## config.mk

```make
export PLATFORM = sky130hd
export DESIGN_NAME = rr_stream_mux
export DESIGN_NICKNAME = d
export VERILOG_FILES = /design/src/rtl/rr_stream_mux.sv
export SDC_FILE = /design/constraint.sdc
export NUM_CORES = 1
export LEC_CHECK = 0
export BUFFER_PORTS_ARGS = -buffer_cell sky130_fd_sc_hd__buf_2
export CORE_MARGIN = 2
export CORE_UTILIZATION = 44
export DETAILED_ROUTE_END_ITERATION = 7
export HOLD_SLACK_MARGIN = 0.12
export PLACE_DENSITY_LB_ADDON = 0.05
export SYNTH_ARGS = -nofsm -noshare
export SYNTH_HDL_FRONTEND = slang
export SYNTH_SLANG_ARGS = --single-unit
```

## constraint.sdc

```tcl
create_clock -name clk -period 5.55 [get_ports clk]
set_input_delay 1.665 -clock clk [delete_from_list [all_inputs] [get_ports clk]]
set_output_delay 1.665 -clock clk [all_outputs]
set_load 0.01 [all_outputs]
```

## src/rtl/rr_stream_mux.sv

```systemverilog
// rr_stream_mux: N-to-1 valid/ready mux with round-robin arbitration and a registered, channel-tagged output.
// Define RR_MUX_FIXED_PRIO_EN for fixed lowest-index-first priority; the round-robin pointer is then dropped.
module rr_stream_mux #(
  parameter int N_CH = 4,
  parameter int DATA_W = 8,
  localparam int SEL_W = (N_CH > 1) ? $clog2(N_CH) : 1
) (
  input  logic                     clk,
  input  logic                     rst_n,
  input  logic [N_CH-1:0]          in_valid,
  input  logic [N_CH*DATA_W-1:0]   in_data,
  output logic [N_CH-1:0]          in_ready,
  output logic                     out_valid,
  output logic [DATA_W-1:0]        out_data,
  output logic [SEL_W-1:0]         out_sel,
  input  logic                     out_ready
);
  logic              load_en, found;
  logic [SEL_W-1:0]  ptr, off, win;
  logic [SEL_W:0]    wsum;
  logic [N_CH-1:0]   rot;
  logic [DATA_W-1:0] win_data;
  logic              out_valid_q;
  logic [DATA_W-1:0] out_data_q;
  logic [SEL_W-1:0]  out_sel_q;
  assign load_en = !out_valid_q || out_ready;
  // Rotate so bit 0 is the channel at ptr; the lowest set bit is then the round-robin winner.
  assign rot = N_CH'({in_valid, in_valid} >> ptr);
  always_comb begin
    found = 1'b0;
    off = '0;
    for (int k = N_CH - 1; k >= 0; k--)
      if (rot[k]) begin
        found = 1'b1;
        off = SEL_W'(k);
      end
  end
  assign wsum = {1'b0, ptr} + {1'b0, off};
  assign win = (wsum >= (SEL_W+1)'(N_CH)) ? SEL_W'(wsum - (SEL_W+1)'(N_CH)) : wsum[SEL_W-1:0];
  assign in_ready = (rst_n && load_en && found) ? (N_CH'(1) << win) : '0;
  always_comb begin
    win_data = '0;
    for (int k = 0; k < N_CH; k++)
      if (SEL_W'(k) == win) win_data = in_data[k*DATA_W +: DATA_W];
  end
`ifdef RR_MUX_FIXED_PRIO_EN
  assign ptr = '0;
`else
  logic [SEL_W-1:0] ptr_q, ptr_d;
  assign ptr = ptr_q;
  assign ptr_d = (load_en && found) ? ((win == SEL_W'(N_CH - 1)) ? '0 : win + 1'b1) : ptr_q;
  always_ff @(posedge clk or negedge rst_n)
    if (!rst_n) ptr_q <= '0;
    else ptr_q <= ptr_d;
`endif
  always_ff @(posedge clk or negedge rst_n)
    if (!rst_n) begin
      out_valid_q <= 1'b0;
      out_data_q <= '0;
      out_sel_q <= '0;
    end else if (load_en) begin
      out_valid_q <= found;
      if (found) begin
        out_data_q <= win_data;
        out_sel_q <= win;
      end
    end
  assign out_valid = out_valid_q;
  assign out_data = out_data_q;
  assign out_sel = out_sel_q;
endmodule

```

; Yosys cells after proc, flatten, opt, wreduce, memory -nomap -nowiden
; Cells that the tools add are included.
[op_classes]
add_sub_neg = 3
multipliers = 0
n_div = 0
n_lt_le_gt_ge = 1
eq_ne = 4
n_shift = 2
muxes = 15
bitwise = 0
reduce_logical = 7
[ops]
columns = cell, n
row1 = $mux W8, 4
row2 = $mux W2, 6
row3 = $shr A8 B2 Y4, 1
row4 = $eq A2 B2 Y1 const A, 2
row5 = $mux W1, 4
row6 = $mux W4, 1
row7 = $shl A1 B2 Y4 const A, 1
row8 = $add A2 B2 Y3, 1
row9 = $ge A3 B3 Y1 const B, 1
row10 = $logic_and A1 B1 Y1, 3
row11 = $add A2 B1 Y2 const B, 1
row12 = $eq A1 B2 Y1 const A, 1
row13 = $eq A2 B2 Y1 const B, 1
row14 = $logic_not A2 Y1, 1
row15 = $reduce_and A2 Y1, 1
row16 = $sub A2 B1 Y2 const B, 1
row17 = $logic_not A1 Y1, 1
row18 = $logic_or A1 B1 Y1, 1
[totals]
regBits = 13
latch_bits = 0
ram_bits = 0
mem_bits_ro = 0
input_bits = 39
output_inout_bits = 15
elab_cells = 36
memories = 0

; Depth between registers and ports, before layout
; Gate-level depths: netlist (run 1).
[depth]
ltp_word = 13
mapped_depth = 15
depth_no_buf = 13

; Worst setup path before layout (run 1)
; OpenSTA, ideal clock, no wires.
[synth_path]
path_kind = input to output
startpoint = input in_valid[0]
endpoint = output in_ready[1]
t_arrival_ns = 3.558
required_ns = 3.885
setup_slack_ns = 0.327
stages = 11
n_path_buf = 2
path_cell_list = buf_4 -> nor2_1 -> o21ai_0 -> o221ai_1 -> ha_1 -> xnor2_1 -> and4_4 -> or2_1 -> ha_1 -> clkbuf_1 -> and3_1
[synth_via]
elab_chain_cells = 10
word_cells_on_any_way = 16
cone_classes = 2 x add/sub / 1 x order compare / 2 x shift / 10 x mux / 1 x reduce/logical
[synth_rtl]
columns = item, line
row1 = from (decl), 10  ; input logic [N_CH-1:0] in_valid,
row2 = $shr A8 B2 Y4 (*), 28  ; assign rot = N_CH'({in_valid, in_valid} >> ptr);
row3 = $mux W2 (4 in a row), 33  ; if (rot[k]) begin
row4 = $add A2 B2 Y3, 38  ; assign wsum = {1'b0, ptr} + {1'b0, off};
row5 = $ge A3 B3 Y1 / $sub A2 B1 Y2 (equally long branches), 39  ; assign win = (wsum >= (SEL_W+1)'(N_CH)) ? SEL_W'(wsum - (SEL_W+1)'(N_CH)) : wsum[SEL_W-1:0];
row6 = $mux W2, 39
row7 = $shl A1 B2 Y4, 40  ; assign in_ready = (rst_n && load_en && found) ? (N_CH'(1) << win) : '0;
row8 = $mux W4 (*), 40
row9 = to (decl), 12  ; output logic [N_CH-1:0] in_ready,
; Every way passes the cells marked *; elsewhere a longest branch is shown, timed or not.

; Worst setup path in the final report (run 1)
[layout_path]
startpoint = input in_valid[3]
endpoint = output in_ready[0]
; Same word-level chain as after synthesis.

==> metrics.cfg, run 1 <==
[outcome]
status = finished, final reports clean

[grt]
grt_pass1_wl_um = 4236
grt_pass1_vias = 994
antenna_found_initial = 0
grt_max_degree = 18
track_usage_pct = 20.62
gr-total-overflow = 0

[synthesis]
synth_cell_types = 34
synth_cells = 117
yosysSeqAreaShare_pct = 32.70
ys_ff_latch = 13
synthTopCellsByArea = dfrtp_1 33%, a21oi_1 7.5%, a221o_1 7.0%
synth_top_cell_area_share_pct = 32.70
ys.warnings.count = 0
syn_nets = 161
syn_area_per_cell_um2 = 8.502
yosysTopAreaCell = dfrtp_1
syn_area_um2 = 994.7

[detailed_routing]
drtIter0Drc = 10
drt_pass1_iterations = 4
via_count = 1053
routed_wl_um = 2496
ant_nets = 0
wl_per_cell_um = 12.67
vias_per_cell = 5.345
drc = 0

[worst_setup_path]
path_max_fanout = 8
arrival_ns = 3.64
crit_buf_inv = 2
path_delay_family = simple AND/OR/NAND/NOR gates
max_stage_delay_ns = 0.28
end_kind = output port
worstPathCellList = buf_2, or2b_1, o221ai_1, o21ai_0, o221ai_1, ha_1, xnor2_1, a31oi_1, or2_1, ha_1, and3_1, buf_2
cp_slowest_cell = or2_1
start_kind = input port
critPathRequiredTime_ns = 3.88
worstSetupPathType = input port to output port

[final_layout]
fin_area_um2 = 1311
diodes = 0
fin_nets = 214
syn_to_final_growth_pct = 31.82
drive_above_1_share_pct = 37.87

[cts]
cts.sink_count = 13
root_buffer = clkbuf_4
holdBufCountCts = 0
cts_buffers = 3
clk_latency_ns = 0.27
cts_resized = 0
clkTransAtPathRegs_ns = 0.08
cts_tree = yes
postCtsSetupBuffers = 0
htreeDepth = 1
cts_buffer_depth = 2

[worst_hold_path]
hp-class = flop to flop

[job]
drv_cap = 0

[floorplan]
die_x_um = 51.55
die_h_um = 51.55
core_um2 = 2170
start_util_pct = 45.85
die_area_um2 = 2657
ioPinCount = 54
num_rows = 17

[timing]
clock_skew_ns = 0.001818
worst_pin_slew_ns = 0.7988
finalSetupTns_ns = 0
slew-limit-headroom_pct = 46.57
slew_violations = 0
layout_min_cycle_time_ns = 5.301
max_freq_ghz = 0.1887
rsz0062_at_grt = false
setup_viol = 0
hold_violations = 0
finalCritPeriodShare_pct = 95.51

[power]
ir_worst_vdd_v = 0.0004312
powerDensity_nw_per_um2 = 628.5
p_leak_nw = 0.6470

[placement]
placed_area_um2 = 1285
place.port_buffers = 53
gp_congestion = 0.7712
hpwl_um = 1980

==> cell usage in the layout, fill, tap and decap left out <==
master    Yosys  final
ha_1          5      5
o21ai_0       6      6
o221ai_1      2      2
a21oi_1      15     15
o41ai_4       1      1
buf_2         2     53
nand2_1      11     11
a31oi_1       1      1
clkbuf_4      0      3
or2b_1        1      1
mux2i_1       1      1
o211ai_1      7      7
nand2b_1      2      2
nor2b_1       5      5
a21boi_0      1      1
buf_4         1      4
inv_1         3      3
xnor2_1       1      1
nor3_1        1      1
nand3_1       1      1
a221o_1       7      7
o31ai_1       1      1
o22ai_1       1      1
or2_1         1      1
and3_1        4      4
or4_1         1      1
and3b_2       1      1
dfrtp_1      13     13
and4_4        1      1
nand3b_1      1      1
nor2_1       10     10
a311oi_1      1      1
clkbuf_1      6      1
nor3b_1       1      1
o31ai_2       1      1
==> worst min-delay path: cells and delay by family, from the launching register on <==
family             cells  cell delay (ns)
and+or+nand+nor        1             0.04
DFF                    1             0.35
AOI/OAI and AO/OA      1             0.05
==> sequential cells by signal, summed over array words and instances, names as in the netlist <==
name / flops
out_data: 8
out_valid: 1
ptr: 2
out_sel: 2
==> power by group <==
part	switching (mW)	internal, mW	total (mW)
sequential	0.0350	0.141	0.176
combinational	0.309	0.280	0.589
clock	0.0311	0.0278	0.0589
==> routing by layer <==
metal  vias to the layer above  global-route usage (%)  routed length, um
met1                       477                   27.19               1149
li1                        540                       -                  -
met4                         0                   6.140                 15
met2                        34                   34.40               1188
met3                         2                   3.736                143
met5                         -                       0                  0
==> cells in the mapped netlist <==
cell / count
nand3_1: 1
buf_4: 1
o221ai_1: 2
dfrtp_1: 13
a31oi_1: 1
or2_1: 1
a311oi_1: 1
nor3b_1: 1
inv_1: 3
nand2_1: 11
a221o_1: 7
nor2b_1: 5
o211ai_1: 7
clkbuf_1: 6
buf_2: 2
nor3_1: 1
o21ai_0: 6
nand2b_1: 2
or4_1: 1
nand3b_1: 1
o41ai_4: 1
ha_1: 5
o22ai_1: 1
o31ai_2: 1
mux2i_1: 1
o31ai_1: 1
a21boi_0: 1
nor2_1: 10
or2b_1: 1
a21oi_1: 15
and3_1: 4
and3b_2: 1
and4_4: 1
xnor2_1: 1
==> path summary, 6_finish.rpt <==
check / endpoint / from / depth (start not counted) / slack, ns
worst min register to register: out_data[4] / out_data[4] / 2 / 0.48
worst min-delay path: out_data[4] / out_data[4] / 2 / 0.48
min in group asynchronous: out_data[7] / rst_n / 1 / 1.29
worst max-delay path: in_ready[0] / in_valid[3] / 12 / 0.25
worst max register to register: out_data[1] / ptr[0] / 14 / 2.45
max in group asynchronous: out_data[3] / rst_n / 1 / 4.00
==> per-stage QoR <==
| step | hold WS, ns | std cells | setup slack [ns] | util (%) | power [mW] |
|---|---|---|---|---|---|
| after floorplan | 0.5142 | 117 | 0.3271 | - | 0.6061 |
| after global placement | 0.4588 | 193 | 0.3099 | 59.23 | 0.7630 |
| after detailed placement | 0.4704 | 193 | 0.2573 | 59.23 | 0.7700 |
| after CTS | 0.4910 | 197 | 0.2415 | 60.44 | 0.8348 |
| after global routing | 0.5242 | 197 | 0.003788 | 60.44 | 0.9189 |
| final | 0.4825 | 197 | 0.2494 | 60.44 | 0.8241 |
==> layout make-up <==
class                      count  area [um^2]
clock buffer                   4        26.28
fill                         231        858.3
sequential                    13        325.3
tap                           28        35.03
timing repair buffer          57        295.3
inverter                       3        11.26
multi-input combinational     92        618.1
==> cell families after synthesis <==
group / after synthesis / synth area share, %
AOI/OAI and AO/OA: 44 / 32.33
and+or+nand+nor: 41 / 21.64
DFF: 13 / 32.70
buffers and inverters: 12 / 5.157
adders and majority gates: 5 / 6.289
xor gates and xnor gates: 1 / 0.8807
muxes: 1 / 1.006
No activity file was read; power rests on OpenSTA's default activity.
==> run 2: changes to the inputs <==
--- a/config.mk
+++ b/config.mk
@@ -8,9 +8,12 @@
 export BUFFER_PORTS_ARGS = -buffer_cell sky130_fd_sc_hd__buf_2
 export CORE_MARGIN = 2
 export CORE_UTILIZATION = 44
+export CTS_CLUSTER_DIAMETER = 30
 export DETAILED_ROUTE_END_ITERATION = 7
+export GPL_TIMING_DRIVEN = 0
 export HOLD_SLACK_MARGIN = 0.12
 export PLACE_DENSITY_LB_ADDON = 0.05
+export SETUP_SLACK_MARGIN = 0.4
 export SYNTH_ARGS = -nofsm -noshare
 export SYNTH_HDL_FRONTEND = slang
 export SYNTH_SLANG_ARGS = --single-unit
==> run 2 against run 1 <==
Routed wire length increased by 14%. Final cell count grew 5.6%. Via count grew 7.2%. Maximum frequency is 1.0% higher. First-iteration DRC count rose by 110%. Power grew 18%. Critical path depth is 1 higher. Largest cell class unchanged.
==> metrics.cfg, run 2 (same netlist as run 1, synthesis figures left out) <==
[outcome]
status = finished, final reports clean

[detailed_routing]
ant_nets = 0
drtIter0Drc = 21
via_count = 1129
routed_wl_um = 2857
vias_per_cell = 5.428
wl_per_cell_um = 13.74
drc = 0
drt_pass1_iterations = 4

[power]
seq_power_share_pct = 16.7
combPwrFrac_pct = 77.1
powerDensity_nw_per_um2 = 663.2
p_switching_uw = 431.1
ir_worst_vdd_v = 0.0004787
netSwitchingFraction_pct = 44.21
pwr-share-clk_pct = 6.2
p_leak_nw = 0.7028
intPower_uw = 543.9
power_uw = 975.0

[cts]
cts_tree = yes
cts.sink_count = 13
clk_latency_ns = 0.27
htreeDepth = 1
cts_buffer_depth = 2
clkTransAtPathRegs_ns = 0.09
holdBufCountCts = 0
cts_buffers = 3
root_buffer = clkbuf_4

[timing]
setup_viol = 0
layout_min_cycle_time_ns = 5.248
clock_skew_ns = 0.001977
max_freq_ghz = 0.1906
hold_violations = 0
setup_ws_ns = 0.3021
slew_violations = 0
finalCritPeriodShare_pct = 94.56
slew-limit-headroom_pct = 63.13
worst_pin_slew_ns = 0.5512
rsz0062_at_grt = true

[worst_setup_path]
ff2ff_path_depth = 15
crit_buf_inv = 3
arrival_ns = 3.58
cp_slowest_cell = or2_4
path_max_fanout = 4
end_kind = output port
r2r_end = out_data[3]
path_delay_family = simple AND/OR/NAND/NOR gates
start_kind = input port
rrSetupSlack_ns = 2.35
max_stage_delay_ns = 0.30
worstPathCellList = buf_12, or2b_1, o221ai_2, o21ai_1, o221ai_1, ha_2, xnor2_2, a31oi_2, or2_4, ha_4, buf_8, and3_1, buf_2
crit_path_start = in_valid[3]
critPathRequiredTime_ns = 3.88
r2r_start = ptr[0]
worstSetupPathType = input port to output port

[placement]
place.port_buffers = 52
pre_cts_ws_ns = -0.004967
dpl.cell_count = 197
gp_congestion = 0.7193
hpwl_um = 2109

[floorplan]
die_x_um = 51.55
core_um2 = 2170
die_area_um2 = 2657
num_rows = 17
die_h_um = 51.55
ioPinCount = 54
start_util_pct = 45.85

[grt]
antenna_found_initial = 0
grt_pass1_vias = 999
track_usage_pct = 22.30
grt_max_degree = 18
grt_pass1_wl_um = 4409
gr-total-overflow = 0

[final_layout]
largest_reg_flops = 8
diodes = 0
layout_commonest_cell = buf_2
fillers = 209
syn_to_final_growth_pct = 47.80
layout_common_cells = 52 x buf_2, 15 x a21oi_1, 13 x dfrtp_1, 11 x nand2_1, 9 x buf_4
layout.cells.non_filler = 208
drive_above_1_share_pct = 46.11
fin_nets = 225

[worst_hold_path]
hold_path_depth = 2
hp-class = flop to flop
hold_end = out_data[4]
min-delay-start = out_data[4]

[job]
drv_cap = 0

[run 2: cell types whose count changed in the layout (fill, tap and decap cells not counted), moves of 2 or more]
cell      before  now
ha_1           5    1
ha_2           0    3
clkbuf_1       1    4
nor2_2         0    2
buf_4          4    9
nor2_1        10    7
[run 2: worst max path at each step]
stage	end	cells past startpoint
CTS	in_ready[1]	13
global route	in_ready[0]	12
floorplan	in_ready[1]	11
global placement	in_ready[2]	13
finish	in_ready[1]	13
detailed placement	in_ready[2]	13
[run 2: tightest hold or removal path: cells and delay by family, from the launching register on]
kind             cells  cell delay (ns)
flip-flops           1             0.35
AO/OA/AOI/OAI        1             0.06
AND/OR/NAND/NOR      1             0.04
[run 2: area by class of cell]
class / count / area [um^2] / area share, %
plain buffers: 9 / 68.82 / 4.681
clock buffers: 4 / 26.28 / 1.787
inverters: 3 / 11.26 / 0.7660
multi-input cells: 92 / 673.1 / 45.79
flip-flops and latches: 13 / 325.3 / 22.13
well taps: 28 / 35.03 / 2.383
repair buffers: 59 / 330.3 / 22.47
[run 2: what timing repair did]
item,4_1_cts,5_1_grt
setup buffers,7,0
pin swaps,6,5
gates cloned,0,0
endpoints found under the hold margin,0,0
endpoints found under the setup margin,4,4
resized for setup,17,12
[run 2: metal layers]
metal  routed length [um]  GRT usage, %  vias to the layer above
met4                   46         7.895                        0
met5                    0             0                        -
li1                     -             -                      560
met1                 1189         28.75                      526
met2                 1436         37.61                       39
met3                  184         3.736                        4
[run 2: power groups by stage]
| stage | logic, mW | registers, mW | clock network (mW) |
|---|---|---|---|
| after floorplan | 0.428 | 0.182 | 0 |
| after global placement | 0.590 | 0.162 | 0 |
| after detailed placement | 0.603 | 0.165 | 0 |
| after CTS | 0.703 | 0.164 | 0.0606 |
| after global routing | 0.827 | 0.168 | 0.0667 |
| final | 0.752 | 0.163 | 0.0601 |
[run 2: metrics by stage]
stage	TNS [ns]	instance area (um^2)	utilization [%]	hold WS [ns]
after global placement	0	1292	59.57	0.4591
after floorplan	0	997.2	-	0.5142
after detailed placement	-0.004967	1292	59.57	0.4739
after global routing	0	1470	67.76	0.5215
final	0	1470	67.76	0.4885
after CTS	0	1431	65.97	0.4961
==> run 3: changes to the inputs <==
--- a/config.mk
+++ b/config.mk
@@ -7,7 +7,7 @@
 export LEC_CHECK = 0
 export BUFFER_PORTS_ARGS = -buffer_cell sky130_fd_sc_hd__buf_2
 export CORE_MARGIN = 2
-export CORE_UTILIZATION = 44
+export CORE_UTILIZATION = 40
 export CTS_CLUSTER_DIAMETER = 30
 export DETAILED_ROUTE_END_ITERATION = 7
 export GPL_TIMING_DRIVEN = 0
==> constraint.sdc (replaced) <==
create_clock -name clk -period 4.5 [get_ports clk]
set_input_delay 1.35 -clock clk [delete_from_list [all_inputs] [get_ports clk]]
set_output_delay 1.35 -clock clk [all_outputs]
set_load 0.01 [all_outputs]
==> run 3 against run 2 <==
The flow now finishes with violations (negative setup slack). Flip-flop and latch count unchanged. Non-clock buffer count up 2. Design area up 5.4%. Largest cell class unchanged. Largest power group unchanged. Highest routed layer unchanged.
==> metrics.cfg, run 3 (same netlist as run 1, synthesis figures left out) <==
[timing]
worst_pin_slew_ns = 0.4909
setup_ws_ns = -0.1151
rsz0062_at_grt = true
slew_violations = 0
max_freq_ghz = 0.2167
layout_min_cycle_time_ns = 4.615
setup_viol = 4
clock_skew_ns = 0.002562
finalCritPeriodShare_pct = 102.6
slew-limit-headroom_pct = 67.16
hold_violations = 0
finalSetupTns_ns = -0.3171

[detailed_routing]
drt_pass1_iterations = 4
via_count = 1147
routed_wl_um = 2937
wl_per_cell_um = 13.85
vias_per_cell = 5.410
drc = 0
ant_nets = 0
drtIter0Drc = 21

[worst_hold_path]
min-delay-start = out_sel[1]
hp-class = flop to flop
hold_end = out_sel[1]
hold_path_depth = 2

[worst_setup_path]
critPathRequiredTime_ns = 3.15
rrSetupSlack_ns = 1.10
start_kind = input port
worstSetupPathType = input port to output port
arrival_ns = 3.27
end_kind = output port
path_max_fanout = 5
ff2ff_path_depth = 17
r2r_start = ptr[0]
r2r_end = out_data[2]

[floorplan]
core_um2 = 2410
die_x_um = 53.87
die_area_um2 = 2901
start_util_pct = 41.28
num_rows = 18
ioPinCount = 54
die_h_um = 53.87

[final_layout]
layout_common_cells = 48 x buf_2, 15 x a21oi_1, 13 x dfrtp_1, 10 x nand2_1, 10 x buf_4
multiInputGateArea_um2 = 706.9
layout.area.seq_um2 = 325.3
fin_nets = 227
layout_commonest_cell = buf_2
syn_to_final_growth_pct = 55.72
final_util_pct = 64.28
layout.cells.non_filler = 212
drive_above_1_share_pct = 49.45
diodes = 0
fin_area_um2 = 1549
fillers = 216
largest_reg_flops = 8

[grt]
track_usage_pct = 21.65
gr-total-overflow = 0
grt_max_degree = 18
grt_pass1_wl_um = 4581
antenna_found_initial = 0
grt_pass1_vias = 1014

[outcome]
status = complete, but fails checks
violations = negative setup slack

[power]
p_leak_nw = 0.7148
intPower_uw = 732.9
pwr-share-clk_pct = 5.8
seq_power_share_pct = 15.5
netSwitchingFraction_pct = 43.51
powerDensity_nw_per_um2 = 837.6
ir_worst_vdd_v = 0.0005589
combPwrFrac_pct = 78.7
p_switching_uw = 564.6

[placement]
placed_area_um2 = 1339
place.port_buffers = 52
hpwl_um = 2149
dpl.cell_count = 199
gp_congestion = 0.7056

[cts]
holdBufCountCts = 0
root_buffer = clkbuf_4
cts_buffer_depth = 2
clkTransAtPathRegs_ns = 0.08
cts.sink_count = 13
htreeDepth = 1
clk_latency_ns = 0.28
cts_tree = yes
cts_buffers = 3

[job]
drv_cap = 0

==> run 3: cell types whose count changed in the layout (fill, tap and decap cells not counted), moves of 3 or more <==
cell / change
and3_1: -3
and3_4: +3
buf_2: -4
buf_6: +3
==> run 3: worst max path at each step <==
stage                start           to  slack [ns]
2_1_floorplan  in_valid[0]  in_ready[1]        0.08
3_3_place_gp   in_valid[3]  in_ready[3]       -0.32
3_5_place_dp   in_valid[3]  in_ready[1]       -0.37
4_1_cts        in_valid[3]  in_ready[1]       -0.12
5_1_grt        in_valid[1]  in_ready[1]       -0.22
6_report       in_valid[3]  in_ready[1]       -0.12
==> run 3: metal layers <==
metal | wire, um | track usage, % | part of all wire, %
met3 | 215 | 4.444 | 7.3
met2 | 1419 | 35.16 | 48
met5 | 0 | 0 | 0
met1 | 1284 | 28.94 | 44
met4 | 18 | 5.983 | 0.61
==> run 3: worst max-delay path, cell delays in order <==
cell      delay (ns)
buf_12          0.10
or2b_1          0.16
o221ai_2        0.08
o21ai_1         0.12
o221ai_2        0.11
ha_2            0.21
xnor2_2         0.14
and4_4          0.18
or2_4           0.24
ha_4            0.17
clkbuf_8        0.12
and3_4          0.16
buf_6           0.11
==> run 3: power groups by stage <==
stage	Sequential, mW	Combinational (mW)	Clock, mW
after floorplan	0.225	0.568	0
final	0.201	1.02	0.0753
after detailed placement	0.203	0.798	0
after global routing	0.206	1.12	0.0841
after global placement	0.200	0.781	0
after CTS	0.201	0.981	0.0761
==> run 3: repair_timing <==
| item | 4_1_cts | 5_1_grt |
|---|---|---|
| buffers inserted | 8 | 1 |
| resized for setup | 18 | 7 |
| endpoints found under the setup margin | 4 | 4 |
| pin swaps | 7 | 3 |
==> run 3: final cells by class <==
cell class	count	area share, %
multi-input combinational	92	45.64
clock buffer	4	1.696
timing repair buffer	61	23.67
sequential	13	21.00
tap	30	2.423
inverter	3	0.7270
buffer	9	4.847
==> run 3: per-stage QoR <==
stage               setup WS [ns]  power [mW]  hold slack (ns)
global placement          -0.3242      0.9807           0.4590
global route              -0.2191       1.413           0.5246
floorplan                 0.07793      0.7928           0.5142
detailed placement        -0.3676       1.001           0.4667
CTS                       -0.1243       1.258           0.4859
finish                    -0.1151       1.297           0.4820
